`config.mk`:
```
export PLATFORM = sky130hd
export DESIGN_NAME = mem_arbiter
export DESIGN_NICKNAME = d
export VERILOG_FILES = /design/src/rtl/mem_arb_pkg.sv /design/src/rtl/mem_arb_pick.sv /design/src/rtl/mem_arbiter.sv
export SDC_FILE = /design/constraint.sdc
export NUM_CORES = 1
export LEC_CHECK = 0
export ABC_AREA = 1
export CAP_MARGIN = 10
export CORE_AREA = 5 5 578 580
export DETAILED_ROUTE_END_ITERATION = 8
export DIE_AREA = 0 0 583 585
export PLACE_DENSITY_LB_ADDON = 0.15
export SETUP_SLACK_MARGIN = 0.4
export SYNTH_ARGS = -nofsm -noshare
export SYNTH_HDL_FRONTEND = slang
export SYNTH_HIERARCHICAL = 1
export SYNTH_SLANG_ARGS = --single-unit
```
`constraint.sdc`:
```
create_clock -name clk_i -period 1.8 [get_ports clk_i]
set_clock_uncertainty 0.15 [all_clocks]
set_input_delay 0.36 -clock clk_i [delete_from_list [all_inputs] [get_ports clk_i]]
set_output_delay 0.36 -clock clk_i [all_outputs]
set_load 0.01 [all_outputs]
```
`src/rtl/mem_arb_pkg.sv`:
```
// Shared types and sizes for the two-requester line-memory arbiter.
// State and owner encodings live here so the top and the picker agree on them.
package mem_arb_pkg;

    localparam int LINE_W = 256;
    localparam int ADDR_W = 64;

    typedef enum logic [1:0] {
        ST_IDLE = 2'd0,
        ST_BUSY = 2'd1,
        ST_DONE = 2'd2
    } state_t;

    typedef enum logic {
        OWN_IC = 1'b0,
        OWN_DC = 1'b1
    } owner_t;

endpackage

```
`src/rtl/mem_arb_pick.sv`:
```
// Combinational two-way picker: turns the icache/dcache requests plus the
// preferred owner into a one-hot grant (bit 0 = icache, bit 1 = dcache).
module mem_arb_pick
    import mem_arb_pkg::*;
(
    input  logic       ic_req,
    input  logic       dc_req,
    input  owner_t     prio,
    output logic [1:0] grant
);

    always_comb begin
        grant = 2'b00;
        if (ic_req && dc_req) begin
            grant = (prio == OWN_IC) ? 2'b01 : 2'b10;
        end else if (ic_req) begin
            grant = 2'b01;
        end else if (dc_req) begin
            grant = 2'b10;
        end
    end

endmodule

```
`src/rtl/mem_arbiter.sv`:
```
// Arbitrates icache line reads and dcache line reads/writes onto one line RAM.
// MEM_ARB_RR_EN selects round-robin tie-breaking; otherwise dcache wins ties.
module mem_arbiter
    import mem_arb_pkg::*;
(
    input  logic              clk_i,
    input  logic              rst_ni,
    input  logic              ic_req_i,
    input  logic [ADDR_W-1:0] ic_addr_i,
    output logic              ic_ready_o,
    output logic              ic_err_o,
    output logic [LINE_W-1:0] ic_rdata_o,
    input  logic              dc_req_i,
    input  logic              dc_rw_i,
    input  logic [ADDR_W-1:0] dc_addr_i,
    input  logic [LINE_W-1:0] dc_wdata_i,
    output logic              dc_ready_o,
    output logic              dc_err_o,
    output logic [LINE_W-1:0] dc_rdata_o,
    output logic              mem_valid_o,
    output logic              mem_rw_o,
    output logic [ADDR_W-1:0] mem_addr_o,
    output logic [LINE_W-1:0] mem_wdata_o,
    input  logic              mem_ready_i,
    input  logic [LINE_W-1:0] mem_rdata_i,
    input  logic              dmem_error_i
);

    state_t            state;
    state_t            state_next;
    owner_t            owner;
    owner_t            prio;
    logic              err_flag;
    logic [1:0]        grant;
    logic              req_rw;
    logic [ADDR_W-1:0] req_addr;
    logic [LINE_W-1:0] req_wdata;
    logic [LINE_W-1:0] ic_line;
    logic [LINE_W-1:0] dc_line;

    mem_arb_pick u_pick (
        .ic_req (ic_req_i),
        .dc_req (dc_req_i),
        .prio   (prio),
        .grant  (grant)
    );

`ifdef MEM_ARB_RR_EN
    // Prefer whichever requester was not served by the most recent grant.
    always_ff @(posedge clk_i or negedge rst_ni) begin
        if (!rst_ni) begin
            prio <= OWN_DC;
        end else if (state == ST_IDLE && grant != 2'b00) begin
            prio <= grant[1] ? OWN_IC : OWN_DC;
        end
    end
`else
    assign prio = OWN_DC;
`endif

    always_ff @(posedge clk_i or negedge rst_ni) begin
        if (!rst_ni) begin
            state     <= ST_IDLE;
            owner     <= OWN_IC;
            err_flag  <= 1'b0;
            req_rw    <= 1'b0;
            req_addr  <= '0;
            req_wdata <= '0;
            ic_line   <= '0;
            dc_line   <= '0;
        end else begin
            state <= state_next;
            if (state == ST_IDLE && grant != 2'b00) begin
                owner     <= grant[1] ? OWN_DC : OWN_IC;
                req_rw    <= grant[1] ? dc_rw_i : 1'b0;
                req_addr  <= grant[1] ? dc_addr_i : ic_addr_i;
                req_wdata <= grant[1] ? dc_wdata_i : '0;
                err_flag  <= 1'b0;
            end
            // Error wins over ready; only reads overwrite the owner's line.
            if (state == ST_BUSY) begin
                if (dmem_error_i) begin
                    err_flag <= 1'b1;
                end else if (mem_ready_i && !req_rw) begin
                    if (owner == OWN_DC) begin
                        dc_line <= mem_rdata_i;
                    end else begin
                        ic_line <= mem_rdata_i;
                    end
                end
            end
        end
    end

    always_comb begin
        state_next  = state;
        mem_valid_o = 1'b0;
        ic_ready_o  = 1'b0;
        ic_err_o    = 1'b0;
        dc_ready_o  = 1'b0;
        dc_err_o    = 1'b0;
        case (state)
            ST_IDLE: begin
                if (grant != 2'b00) begin
                    state_next = ST_BUSY;
                end
            end
            ST_BUSY: begin
                mem_valid_o = 1'b1;
                if (dmem_error_i || mem_ready_i) begin
                    state_next = ST_DONE;
                end
            end
            ST_DONE: begin
                state_next = ST_IDLE;
                ic_ready_o = (owner == OWN_IC) && !err_flag;
                ic_err_o   = (owner == OWN_IC) && err_flag;
                dc_ready_o = (owner == OWN_DC) && !err_flag;
                dc_err_o   = (owner == OWN_DC) && err_flag;
            end
            default: begin
                state_next = ST_IDLE;
            end
        endcase
    end

    assign mem_rw_o    = req_rw;
    assign mem_addr_o  = req_addr;
    assign mem_wdata_o = req_wdata;
    assign ic_rdata_o  = ic_line;
    assign dc_rdata_o  = dc_line;

endmodule

```
==> flow_metrics.tcl, run 1 <==
set metrics [dict create \
    status "finished with violations" \
    violations "negative setup slack" \
    finalSetupViolCount 1650 \
    max_clock_freq_mhz 440.3 \
    fp.dieW_um 583 \
    tritoncts "done" \
    synth_ff_type "dfrtp_1" \
    p_per_area_nw_per_um2 1615 \
    wirelength_um 267000 \
    area_growth_pct 109.1 \
    swShare_pct 39.05 \
    reg2reg_slack_ps -330 \
    ctsHtreeMaxLevel 3 \
    synthCells 3819 \
    critPathCaptureType "output pin" \
    fp.dieH_um 585 \
    clk_latency_ps 810 \
    grt_max_degree 77 \
    yosys.area.top_type_share_pct 63.11 \
    dpl_cell_area_um2 55520 \
    antenna_found_initial 137 \
    combinationalPowerShare_pct 48.1 \
    path_max_fanout 3 \
    detail-route-antenna-nets 0 \
    holdCritPathClass "in -> reg" \
    vias_per_cell 3.390 \
    drtIter0Drc 2210 \
    async_reset_ff_share_pct 100.0 \
    root_buffer "clkbuf_16" \
    ys_seq_area_share_pct 63.11 \
    dr_total_vias 36440 \
    start_kind "flop" \
    tightest_slew_ps 503.8 \
    cts_made_buffers 120 \
    synth.most_common_cell "nand2_1" \
    finalInstanceArea_um2 69400 \
    coreArea_um2 328700 \
    drc_errors 0 \
    rows 211 \
    place_hpwl_um 201300 \
    fp.dieArea_um2 341100 \
    firstDrtPassIters 5 \
    pwr-share-clk_pct 22.2 \
    worstPathArrival_ps 1760 \
    synth_cell_types 20 \
    leakage_nw 33.82 \
    rsz0062_at_grt "yes" \
    final.period_utilization_pct 126.2 \
    ir_drop_v 0.0008429 \
    critical_path_required_ps 1290 \
    yosys_warnings 6 \
    initial_core_util_pct 10.10 \
    layout_setup_ws_ps -471.3 \
    cts_sinks 837 \
    p_switching_mw 43.78 \
    grtUsageTotal_pct 14.03 \
    synth_edf_count 0 \
    period_needed_ps 2271 \
    num-nets-final 6902 \
    internal-power_mw 68.32 \
    synth_area_um2 33190 \
    synthTopCellsByCount "nand2_1, dfrtp_1, nand3_1" \
    grt_overflow_total 0 \
    maxSlewHeadroom_pct 66.42 \
    ys_ff_latch 837 \
    clock_path_buffers 4 \
    worstSetupPathType "reg -> out" \
    grt_pass1_wl_um 333900 \
    p_total_mw 112.1 \
    hold_viol 0 \
    synth_top_cell_by_area "dfrtp_1" \
    drv_slew 0 \
    dp_slack_ps -768.6 \
    portBuffers 1484 \
    maxCapViolations 0 \
    clkTransAtPathRegs_ps 60 \
    synth_area_leaders "dfrtp_1, nand2_1, nand3_1" \
    gp_congestion 0.8729 \
    grt_pass1_vias 37420 \
    wl_per_cell_um 24.84 \
    drive_gt1_share_pct 28.78 \
    io_pins 1485 \
    p_seq_share_pct 29.6 \
    syn_area_per_cell_um2 8.691 \
]
## power by group through the flow
stage | clock network (mW) | logic (mW) | registers, mW
2_1_floorplan | 0 | 11.4 | 35.0
3_3_place_gp | 0 | 46.4 | 32.1
3_5_place_dp | 0 | 46.2 | 32.2
4_1_cts | 25.9 | 50.4 | 33.0
5_1_grt | 26.6 | 57.8 | 34.2
6_report | 24.9 | 54.0 | 33.2
## final cells by class
type | instances | area, um2
Fill cell | 36510 | 259300
Sequential cell | 837 | 20970
Timing Repair Buffer | 2566 | 26950
Inverter | 73 | 301.5
Clock inverter | 42 | 599.3
Tap cell | 4366 | 5463
Multi-Input combinational cell | 2657 | 11560
Clock buffer | 170 | 3461
Antenna cell | 39 | 97.59
## cell families after synthesis
logic type	Yosys count	synth area share, %
AND/OR/NAND/NOR	2586	31.26
flip-flops	837	63.11
buffers and inverters	326	4.580
AO/OA/AOI/OAI	69	1.044
other	1	0.01130
## layout by cell type (no fill, tap or decap), types with 111 or more instances in the layout
cell / instances
dfrtp_1: 821
nand2_1: 1943
buf_12: 111
dlygate4sd3_1: 474
clkdlybuf4s50_1: 645
buf_6: 643
buf_4: 410
nand3_1: 471
buf_2: 186
clkbuf_16: 166
## metal layers
layer	track usage [%]	part of all wire, %	wire length, um
met1	17.25	42	111100
met2	23.36	47	125400
met3	5.189	8.8	23540
met4	3.171	2.4	6396
met5	0	0.21	569
## worst max-delay path: stages (launching register included)
cell,delay (ps)
dfrtp_1,410
inv_2,80
buf_6,100
nand2_4,40
buf_6,110
inv_4,50
buf_12,140
## registers in the layout, summed over array words and instances (netlist names)
signal,cells
dc_rdata_o,256
mem_addr_o,64
mem_wdata_o,256
state,2
ic_rdata_o,256
mem_rw_o,1
owner,1
err_flag,1
## metrics by stage
step / utilization [%] / setup TNS [ps] / hold WS (ps) / cells
floorplan: - / 0 / -85.59 / 3820
global placement: 16.89 / -502050 / 303.8 / 9685
detailed placement: 16.89 / -492220 / 307.2 / 9685
CTS: 20.14 / -242890 / 0.1423 / 10610
global route: 21.10 / -382210 / 1.164 / 10730
finish: 21.11 / -231180 / 57.01 / 10750
## what timing repair did
item / CTS / global route
endpoints found under the hold margin: 1490 / 0
pin swaps: 3 / 55
gates cloned: 5 / 59
resized for setup: 4467 / 315
setup endpoints to repair: 1674 / 1674
hold buffers: 474 / 0
setup buffers: 229 / 47
## worst paths after layout
check	startpoint	to	cells past startpoint
max in group asynchronous	rst_ni	mem_wdata_o[177]	4
min reg2reg	mem_wdata_o[120]	mem_wdata_o[120]	2
max	state[1]	mem_valid_o	6
min	dc_wdata_i[120]	mem_wdata_o[120]	3
min in group asynchronous	rst_ni	dc_rdata_o[205]	3
max reg2reg	state[1]	ic_rdata_o[150]	13
Power figures use the tool's default switching activity.
==> run 2: changes to the inputs <==
--- a/config.mk
+++ b/config.mk
@@ -11,6 +11,7 @@
 export DETAILED_ROUTE_END_ITERATION = 8
 export DIE_AREA = 0 0 583 585
 export PLACE_DENSITY_LB_ADDON = 0.15
+export RECOVER_POWER = 100
 export SETUP_SLACK_MARGIN = 0.4
 export SYNTH_ARGS = -nofsm -noshare
 export SYNTH_HDL_FRONTEND = slang
==> flow_metrics.tcl, run 2 (same netlist as run 1, synthesis figures left out) <==
set metrics [dict create \
    place_hpwl_um 201300 \
    final_common_cell "nand2_1" \
    grt_pass1_wl_um 333900 \
    p_switching_mw 43.78 \
    coreArea_um2 328700 \
    ir_drop_v 0.0008429 \
    drc_errors 0 \
    slowest_delay_ps 410 \
    critPathCaptureType "output pin" \
    grt_overflow_total 0 \
    setup_tns_ps -293720 \
    hp-start "dc_wdata_i[120]" \
    fillers 36510 \
    dr_total_vias 36460 \
    firstDrtPassIters 5 \
    ctsHtreeMaxLevel 3 \
    postLayoutCoreUtil_pct 21.11 \
    layout_setup_ws_ps -471.3 \
    p_total_mw 112.1 \
    reg2reg_slack_ps -330 \
    p_seq_share_pct 29.6 \
    detail-route-antenna-nets 0 \
    wirelength_um 267000 \
    clock_path_buffers 4 \
    fp.dieW_um 583 \
    min_path_cells 3 \
    initial_core_util_pct 10.10 \
    fin_cells 10750 \
    drv_slew 9 \
    antenna_found_initial 137 \
    worstSetupPathType "reg -> out" \
    portBuffers 1484 \
    drive_gt1_share_pct 28.76 \
    period_needed_ps 2271 \
    p_per_area_nw_per_um2 1616 \
    gp_congestion 0.8729 \
    maxCapViolations 1 \
    violations "max-capacitance violations, max-slew violations, negative setup slack" \
    tritoncts "done" \
    wl_per_cell_um 24.84 \
    hold_viol 0 \
    hold-path-endpoint "mem_wdata_o[120]" \
    pwr-share-clk_pct 22.2 \
    io_pins 1485 \
    finalInstanceArea_um2 69390 \
    start_kind "flop" \
    rows 211 \
    holdCritPathClass "in -> reg" \
    cts_made_buffers 120 \
    combinationalPowerShare_pct 48.1 \
    clkTransAtPathRegs_ps 60 \
    fp.dieH_um 585 \
    dpl_cell_area_um2 55520 \
    dp_slack_ps -768.6 \
    vias_per_cell 3.392 \
    r2r_end "ic_rdata_o[150]" \
    root_buffer "clkbuf_16" \
    fp.dieArea_um2 341100 \
    final_cell_mix "nand2_1, dfrtp_1, clkdlybuf4s50_1, buf_6, dlygate4sd3_1" \
    tightest_slew_ps 1586 \
    grt_max_degree 77 \
    leakage_nw 33.81 \
    final.period_utilization_pct 126.2 \
    r2r_start "state[1]" \
    cp_slowest_cell "dfrtp_1" \
    drtIter0Drc 2210 \
    clk_latency_ps 810 \
    crit_chain "inv_2 > buf_6 > nand2_4 > buf_6 > inv_4 > buf_12" \
    critical_path_required_ps 1290 \
    ff2ff_path_depth 13 \
    area_growth_pct 109.1 \
    internal-power_mw 68.32 \
    rsz0062_at_grt "yes" \
    path_max_fanout 3 \
    finalSetupViolCount 2270 \
    grtUsageTotal_pct 14.03 \
    num-nets-final 6902 \
    swShare_pct 39.06 \
    dp_cells 9685 \
    worstPathArrival_ps 1760 \
    maxSlewHeadroom_pct -5.718 \
    cts_sinks 837 \
    max_clock_freq_mhz 440.3 \
    hold_ws_ps 57.01 \
    status "finished with violations" \
    grt_pass1_vias 37420 \
    crit_top_cell "buf_6" \
]
run 2: cell types whose count changed in the layout (fill, tap and decap cells not counted), sizes merged:
cell | before | now
clkbuf | 218 | 220
buf | 1398 | 1396
run 2: metal layers:
layer | vias up | global-route usage [%] | wire, um
met3 | 356 | 5.189 | 23470
met2 | 1434 | 23.36 | 125400
met5 | - | 0 | 569
met1 | 17660 | 17.25 | 111200
li1 | 16920 | - | -
met4 | 92 | 3.171 | 6429
run 2: power groups by stage:
| stage | clock network [mW] | registers [mW] | logic [mW] |
|---|---|---|---|
| after floorplan | 0 | 35.0 | 11.4 |
| after global placement | 0 | 32.1 | 46.4 |
| after detailed placement | 0 | 32.2 | 46.2 |
| after CTS | 25.9 | 33.0 | 50.4 |
| after global routing | 26.6 | 34.2 | 57.8 |
| final | 24.9 | 33.2 | 54.0 |
run 2: layout make-up:
class	count	area (um2)	area share (%)
Sequential cell	837	20970	30.21
Antenna cell	39	97.59	0.1406
Multi-Input combinational cell	2657	11560	16.66
Tap cell	4366	5463	7.873
Inverter	73	301.5	0.4346
Clock inverter	42	599.3	0.8637
Timing Repair Buffer	2566	26940	38.83
Clock buffer	170	3461	4.988
run 2: repair_timing:
action	4_1_cts	5_1_grt
endpoints found under the setup margin	1674	1674
hold buffers	474	0
setup buffers	229	47
pin swaps	3	55
gates resized for setup	4467	315
hold endpoints to repair	1490	0
gates cloned	5	59
run 2: worst max path at each step:
stage	start	slack, ps	end	depth (start not counted)
floorplan	ic_req_i	330	mem_wdata_o[10]	11
global placement	ic_req_i	-780	mem_addr_o[12]	12
detailed placement	ic_req_i	-770	mem_addr_o[12]	12
CTS	state[1]	-590	mem_valid_o	6
global route	state[1]	-590	mem_valid_o	6
finish	state[1]	-470	mem_valid_o	6
run 2: critical path, delay by kind of cell, from the launching register on:
kind,cells,cell delay [ps]
DFF,1,410
and+or+nand+nor,1,40
buffers and inverters,5,480
